===== src/rtl/key_pkg.sv =====
// Shared constants, types and helpers for the push-button front end.
package key_pkg;

  localparam int KEY_UP      = 0;
  localparam int KEY_DOWN    = 1;
  localparam int KEY_LEFT    = 2;
  localparam int KEY_RIGHT   = 3;
  localparam int KEY_CONFIRM = 4;
  localparam int NUM_KEYS    = 5;
  localparam int NUM_DIRS    = 4;

  localparam int DEF_DEBOUNCE_CYCLES = 1_000_000;
  localparam int DEF_REPEAT_DELAY    = 50_000_000;
  localparam int DEF_REPEAT_PERIOD   = 15_000_000;
  localparam int DEF_CNT_W           = 26;

  typedef enum logic {
    REP_DELAY  = 1'b0,
    REP_PERIOD = 1'b1
  } rep_phase_e;

  function automatic int max3(input int a, input int b, input int c);
    int m;
    m = (a > b) ? a : b;
    return (m > c) ? m : c;
  endfunction

  // One-hot of the lowest set bit; lower index wins.
  function automatic logic [NUM_KEYS-1:0] lowest_set(input logic [NUM_KEYS-1:0] v);
    logic [NUM_KEYS-1:0] g;
    g = '0;
    for (int i = NUM_KEYS - 1; i >= 0; i--) begin
      if (v[i]) begin
        g    = '0;
        g[i] = 1'b1;
      end
    end
    return g;
  endfunction

endpackage


===== src/rtl/key_debounce.sv =====
// One key: 2-flop synchronizer, mismatch counter, debounced level and a
// combinational strobe asserted in the cycle before the level rises.
module key_debounce
  import key_pkg::*;
#(
  parameter int DEBOUNCE_CYCLES = DEF_DEBOUNCE_CYCLES,
  parameter int CNT_W           = DEF_CNT_W
) (
  input  logic clk,
  input  logic rst,
  input  logic raw,
  output logic level,
  output logic rise
);

  localparam logic [CNT_W-1:0] CNT_LAST = CNT_W'(DEBOUNCE_CYCLES - 1);

  logic             sync_meta;
  logic             sync_q;
  logic [CNT_W-1:0] cnt;
  logic             mismatch;
  logic             expire;

  assign mismatch = sync_q ^ level;
  assign expire   = mismatch && (cnt == CNT_LAST);
  // Early strobe so the pending bit is set in the same edge the level rises.
  assign rise     = expire && !level;

  // NOTE: sequential state uses non-blocking assignments so every flop samples
  // pre-edge values regardless of statement order.
  always_ff @(posedge clk) begin
    if (rst) begin
      sync_meta <= 1'b0;
      sync_q    <= 1'b0;
      cnt       <= '0;
      level     <= 1'b0;
    end else begin
      sync_meta <= raw;
      sync_q    <= sync_meta;
      if (!mismatch || expire) cnt <= '0;
      else                     cnt <= cnt + CNT_W'(1);
      if (expire) level <= ~level;
    end
  end

endmodule


===== src/rtl/key_pulse_gen.sv =====
// Button front end: five debounced keys, pending-event register and fixed
// priority arbiter. Define KEY_AUTO_REPEAT_EN to add direction-key auto-repeat.
module key_pulse_gen
  import key_pkg::*;
#(
  parameter int DEBOUNCE_CYCLES = DEF_DEBOUNCE_CYCLES,
  parameter int REPEAT_DELAY    = DEF_REPEAT_DELAY,
  parameter int REPEAT_PERIOD   = DEF_REPEAT_PERIOD,
  parameter int CNT_W           = DEF_CNT_W
) (
  input  logic                clk,
  input  logic                rst,
  input  logic [NUM_KEYS-1:0] key_raw,
  output logic [NUM_DIRS-1:0] buttons,
  output logic                btn,
  output logic [NUM_KEYS-1:0] key_level
);

  localparam int MAX_COUNT = max3(DEBOUNCE_CYCLES, REPEAT_DELAY, REPEAT_PERIOD);

  if (longint'(MAX_COUNT) > (longint'(1) << CNT_W)) begin : g_cnt_w_check
    $error("CNT_W is too narrow for the configured cycle counts");
  end

  logic [NUM_KEYS-1:0] rise;
  logic [NUM_KEYS-1:0] event_v;
  logic [NUM_KEYS-1:0] pending;
  logic [NUM_KEYS-1:0] pending_nxt;
  logic [NUM_KEYS-1:0] grant;

  for (genvar k = 0; k < NUM_KEYS; k++) begin : g_key
    key_debounce #(
      .DEBOUNCE_CYCLES(DEBOUNCE_CYCLES),
      .CNT_W          (CNT_W)
    ) u_debounce (
      .clk  (clk),
      .rst  (rst),
      .raw  (key_raw[k]),
      .level(key_level[k]),
      .rise (rise[k])
    );
  end

`ifdef KEY_AUTO_REPEAT_EN
  localparam logic [CNT_W-1:0] DELAY_LAST  = CNT_W'(REPEAT_DELAY - 1);
  localparam logic [CNT_W-1:0] PERIOD_LAST = CNT_W'(REPEAT_PERIOD - 1);

  logic [CNT_W-1:0]    rep_cnt   [NUM_DIRS];
  rep_phase_e          rep_phase [NUM_DIRS];
  logic [NUM_KEYS-1:0] rep_ev;

  // Counter sits at 0 in the cycle the level first reads high.
  always_comb begin
    rep_ev = '0;
    for (int k = 0; k < NUM_DIRS; k++) begin
      rep_ev[k] = key_level[k] &&
                  (rep_cnt[k] == ((rep_phase[k] == REP_DELAY) ? DELAY_LAST : PERIOD_LAST));
    end
  end

  always_ff @(posedge clk) begin
    if (rst) begin
      for (int k = 0; k < NUM_DIRS; k++) begin
        rep_cnt[k]   <= '0;
        rep_phase[k] <= REP_DELAY;
      end
    end else begin
      for (int k = 0; k < NUM_DIRS; k++) begin
        if (!key_level[k]) begin
          rep_cnt[k]   <= '0;
          rep_phase[k] <= REP_DELAY;
        end else if (rep_ev[k]) begin
          rep_cnt[k]   <= '0;
          rep_phase[k] <= REP_PERIOD;
        end else begin
          rep_cnt[k]   <= rep_cnt[k] + CNT_W'(1);
        end
      end
    end
  end

  assign event_v = rise | rep_ev;
`else
  assign event_v = rise;
`endif

  // NOTE: every signal written here gets a value on every path (defaults
  // first), so no latch is inferred.
  always_comb begin
    grant       = lowest_set(pending);
    pending_nxt = (pending & ~grant) | event_v;
  end

  // A fresh event on the granted bit survives the clear and pulses again.
  always_ff @(posedge clk) begin
    if (rst) begin
      pending <= '0;
      buttons <= '0;
      btn     <= 1'b0;
    end else begin
      pending <= pending_nxt;
      buttons <= grant[NUM_DIRS-1:0];
      btn     <= grant[KEY_CONFIRM];
    end
  end

endmodule


===== config.mk =====
export PLATFORM = sky130hd
export DESIGN_NAME = key_pulse_gen
export DESIGN_NICKNAME = d
export VERILOG_FILES = /design/src/rtl/key_pkg.sv /design/src/rtl/key_debounce.sv /design/src/rtl/key_pulse_gen.sv
export SDC_FILE = /design/constraint.sdc
export NUM_CORES = 1
export LEC_CHECK = 0
export BUFFER_PORTS_ARGS = -buffer_cell sky130_fd_sc_hd__buf_2
export CORE_MARGIN = 2
export CORE_UTILIZATION = 60
export CTS_CLUSTER_SIZE = 40
export DETAILED_ROUTE_END_ITERATION = 6
export PLACE_DENSITY = 0.8
export SLEW_MARGIN = 20
export SYNTH_ARGS = -nofsm -noshare
export SYNTH_HDL_FRONTEND = slang
export SYNTH_SLANG_ARGS = --single-unit

===== constraint.sdc =====
create_clock -name clk -period 4.4 [get_ports clk]
set_input_delay 1.1 -clock clk [delete_from_list [all_inputs] [get_ports clk]]
set_output_delay 1.1 -clock clk [all_outputs]
set_load 0.01 [all_outputs]

**Yosys cells after proc, flatten, opt, wreduce, memory -nomap -nowiden**

Index checks and enable logic that the tools add are counted.

- Muxes and demuxes: 5
- Eq/ne operators: 5
- Reduce and logical (&&, ||, !) cells: 30
- Bitwise gates (word level): 13
- Add/subtract/negate cells: 5

Operators with widths:

| kind | count |
|---|---|
| $add A26 B1 Y26 const B | 5 |
| $eq A26 B20 Y1 const B | 5 |
| $mux W5 | 5 |
| $logic_and A1 B1 Y1 | 10 |
| $logic_not A1 Y1 | 10 |
| $reduce_or A2 Y1 | 5 |
| $and A5 B5 Y5 | 1 |
| $logic_or A1 B1 Y1 | 5 |
| $not A1 Y1 | 5 |
| $not A5 Y5 | 1 |
| $or A5 B5 Y5 | 1 |
| $xor A1 B1 Y1 | 5 |

- Register bits after elaboration: 155
- Output and inout port bits: 10
- Input port bits: 7
- Logic and storage cells: 81

**Logic depth before layout (Yosys ltp)**

- Depth after elaboration: 8
- Gate-level depth with buffers: 7
- Mapped depth without buffers: 5

**Modules after synthesis**

A second synthesis with hierarchy kept.

- Cells, all modules: 799
- Area, all modules: 7,224.4 um2

Modules (own cells, without submodules):

| module | sequential area each (um2) | times used | cells each | area an instance (um2) |
|---|---|---|---|---|
| key_debounce | 580.6 | 5 | 154 | 1,377.6 |
| key_pulse_gen | 200.2 | 1 | 29 | 336.6 |

**Worst setup path after synthesis**

Ideal clock, no wire load.

- Path type: reg2reg
- Start point: reg g_key[3].u_debounce.cnt[0]
- End point: reg g_key[3].u_debounce.cnt[22]
- Arrival: 2,080 ps
- Cell stages (with the launch flop): 8
- Path buffers: 2
- Library setup time: 71 ps
- Path slack: 2,249 ps
- Clock period less this slack: 2,151 ps
- Data required time: 4,329 ps
- Path through: dfxtp_1 -> ha_1 -> clkbuf_1 -> inv_1 -> or4_1 -> buf_2 -> or4_1 -> a21oi_1

- Cells in the longest elaborated chain, start to end: 4
- Elaborated cells on any way between the ends: 5
- Those cells by class: add/sub (1); eq/ne (1); reduce/logical (3)

Ends and longest elaborated chain:

| item | line | RTL |
|---|---|---|
| start, declared | key_debounce.sv:20 | `logic [CNT_W-1:0] cnt;` |
| start signal, assigned | key_debounce.sv:41 | `else cnt <= cnt + CNT_W'(1);` |
| branches (longest 4 deep; another with $add A26 B1 Y26) | n/a |  |

Parallel ways; which one is timed is not known.
A chain may end at the register's enable or synchronous reset.

**Worst setup path in the final report**

- Start point: reg g_key[3].u_debounce.cnt[0]
- End point: reg g_key[3].u_debounce.cnt[24]

The elaborated chain is that of the path after synthesis.

==> results.sh <==
export IMPL_status="complete, no violations"
export IMPL_grt_antenna_before_repair=0
export IMPL_route_detailed_wl_per_inst_um=15.1
export IMPL_synth_area_per_cell_um2=8.66
export IMPL_rsz0062_at_grt="no"
export IMPL_die_h_um=111
export IMPL_core_area_um2=11300
export IMPL_cp_num_buf_inv=1
export IMPL_clk_latency_ns=0.42
export IMPL_first_global_vias=5495
export IMPL_criticalPathCategory="reg2reg"
export IMPL_required_ns=4.75
export IMPL_final_core_util_pct=67.1
export IMPL_synth_compound_area_share_pct=10.2
export IMPL_synth_simple_gate_area_share_pct=31.1
export IMPL_start_kind="register"
export IMPL_synth_top_family_by_area="simple AND/OR/NAND/NOR gates"
export IMPL_cp_cell_sequence="ha_1 -> inv_1 -> or4_1 -> or4_1 -> a21oi_1"
export IMPL_slew_viol_final=0
export IMPL_synth_nets=810
export IMPL_num_rows=39
export IMPL_die_area_um2=12400
export IMPL_cpPeakStageDelay_ns=0.68
export IMPL_setup_viol=0
export IMPL_synthTopCellsByArea="dfxtp_1 (45%), xnor2_1 (5.8%), nor2_1 (4.8%)"
export IMPL_num_vias=5920
export IMPL_hold_violations=0
export IMPL_fmax_ghz=0.438
export IMPL_cp_data_arrival_time_ns=2.63
export IMPL_ir_drop_v=0.000289
export IMPL_post_cts_buffers=0
export IMPL_clockBufferDepth=2
export IMPL_synthMuxAreaShare_pct=0
export IMPL_skew_ns=0.00881
export IMPL_hpwl_um=9620
export IMPL_ys_seq_area_share_pct=44.9
export IMPL_htreeDepth=4
export IMPL_synth_most_common_cell="dfxtp_1"
export IMPL_rrSetupSlack_ns=2.11
export IMPL_wl_um=14400
export IMPL_worst_pin_slew_ns=0.799
export IMPL_relSlewSlack_pct=46.7
export IMPL_fin_tns_setup_ns=0
export IMPL_drt_pass1_iterations=5
export IMPL_grt_max_degree=33
export IMPL_postRouteAntennaNets=0
export IMPL_io_pins=17
export IMPL_io_buffers=16
export IMPL_crit_family="simple AND/OR/NAND/NOR gates"
export IMPL_track_usage_pct=23.4
export IMPL_crit_path_frequent_cell="or4_1"
export IMPL_synth_top_area_share_pct=44.9
export IMPL_worst_path_max_fanout=8
export IMPL_synth_area_leader_cell="dfxtp_1"
export IMPL_fin_nets=811
export IMPL_vias_per_cell=6.20
export IMPL_syn2layout_area_growth_pct=9.92
export IMPL_p_per_area_nw_per_um2=372
export IMPL_synth_cell_type_count=42
export IMPL_worstHoldPathType="reg2reg"
export IMPL_crit_slowest_cell="or4_1"
export IMPL_maxCapViolCount=0
export IMPL_grt_overflow_total=0
export IMPL_die_w_um=111
export IMPL_end_kind="register"
export IMPL_fillers=905
export IMPL_drc_errors=0
export IMPL_synth_edf_count=0
export IMPL_ctsHoldBuffers=0
export IMPL_cts_tree="yes"
export IMPL_gp_congestion=0.822
export IMPL_synth_top_cells_by_count="dfxtp_1 (155), nor2_1 (89), a21oi_1 (59), xnor2_1 (46), nand4_1 (44)"
export IMPL_drive_gt1_share_pct=7.64
export IMPL_drt_iter0_drc=394
export IMPL_postSynth_asyncResetShare_pct=0
export IMPL_clk_pin_slew_ns=0.06
export IMPL_cts_sinks=155
export IMPL_yosys_warnings=0
export IMPL_post_cts_resize_count=0
export IMPL_cts_buffers=17
export IMPL_fin_crit_ns=2.29
export IMPL_n_antenna_cell=0
export IMPL_ys_ff_latch=155
export IMPL_clk_root_buffer_cell="clkbuf_16"
export IMPL_synthXorXnorAreaFrac_pct=9.25
export IMPL_netlist_area_um2=6910
export IMPL_syn_inst=798
export IMPL_synthAdderAreaFrac_pct=0.905
export IMPL_p_leak_nw=2.20
export IMPL_finalCritPeriodShare_pct=51.9
export IMPL_grt_pass1_wl_um=24400
export IMPL_synth_ff_type="dfxtp_1"
export IMPL_initial_core_util_pct=61.0
cell type report:
type | count | area, µm² | share of cell area, %
repair buffers | 20 | 110 | 1.45
clock buffers | 17 | 425 | 5.60
clock inverters | 15 | 138 | 1.81
multi-input cells | 582 | 3550 | 46.8
well taps | 143 | 179 | 2.36
flip-flops and latches | 155 | 3100 | 40.9
inverters | 23 | 86.3 | 1.14
power breakdown:
part,total [W],internal [W],switching [W]
sequential,0.00141,0.00141,0.00000341
clock,0.00138,0.000786,0.000598
combinational,0.0000260,0.00000823,0.0000178
total,0.00282,0.00220,0.000619
placed cells by master (no fill, tap or decap), types with 5 or more instances in the layout:
cell	n
a21oi_1	59
and3_1	7
and4_1	17
buf_2	16
clkbuf_16	17
dfxtp_1	155
ha_1	5
inv_1	23
inv_6	6
nand2_1	39
nand3_1	42
nand4_1	44
nor2_1	89
nor2b_1	11
nor3_1	17
nor4_1	25
nor4b_1	11
o21ai_0	28
o31ai_1	24
or3_1	27
or4_1	32
xnor2_1	46
xor2_1	27
worst reg2reg max path, cell delays in order, from the launching register on:
cell and delay (ns):
dfxtp_1 0.39, ha_1 0.32, inv_1 0.12, or4_1 0.68, or4_1 0.54, a21oi_1 0.16
registers in the layout, indices dropped and copies added (netlist names):
signal	cells
btn	1
buttons	4
pending	5
g_key.u_debounce.sync_q	5
g_key.u_debounce.sync_meta	5
g_key.u_debounce.level	5
g_key.u_debounce.cnt	130
final timing paths:
kind / depth (start not counted) / from / end
max reg2reg: 5 / g_key[3].u_debounce.cnt[0] / g_key[3].u_debounce.cnt[24]
min reg2reg: 1 / g_key[3].u_debounce.sync_meta / g_key[3].u_debounce.sync_q
min: 1 / g_key[3].u_debounce.sync_meta / g_key[3].u_debounce.sync_q
max: 5 / g_key[3].u_debounce.cnt[0] / g_key[3].u_debounce.cnt[24]
through the flow:
| stage | power, W | hold WS [ns] | instance area (µm²) | setup slack (ns) | instances |
|---|---|---|---|---|---|
| detailed placement | 0.00147 | 0.429 | 7030 | 1.79 | 923 |
| floorplan | 0.00146 | 0.414 | 6910 | 2.25 | 798 |
| finish | 0.00282 | 0.443 | 7590 | 2.11 | 955 |
| CTS | 0.00284 | 0.445 | 7590 | 2.14 | 955 |
| global route | 0.00291 | 0.458 | 7590 | 1.88 | 955 |
| global placement | 0.00147 | 0.418 | 7030 | 1.86 | 923 |
cells by family (layout without fill, tap and decap cells):
kind of cell               after synthesis  after routing
AOI/OAI and AO/OA                      123            123
and+or+nand+nor                        381            381
buffers and inverters                   61             75
xor gates and xnor gates                73             73
adders and majority gates                5              5
DFF                                    155            155
per-layer routing:
layer | vias up | GRT usage, % | part of all wire, %
met3 | 26 | 6.40 | 5.2
met2 | 159 | 38.9 | 49
met4 | 0 | 7.82 | 1.6
met5 | - | 0 | 0
li1 | 2916 | - | -
met1 | 2819 | 29.7 | 44
Note: power is estimated with default switching activity, not from simulation.
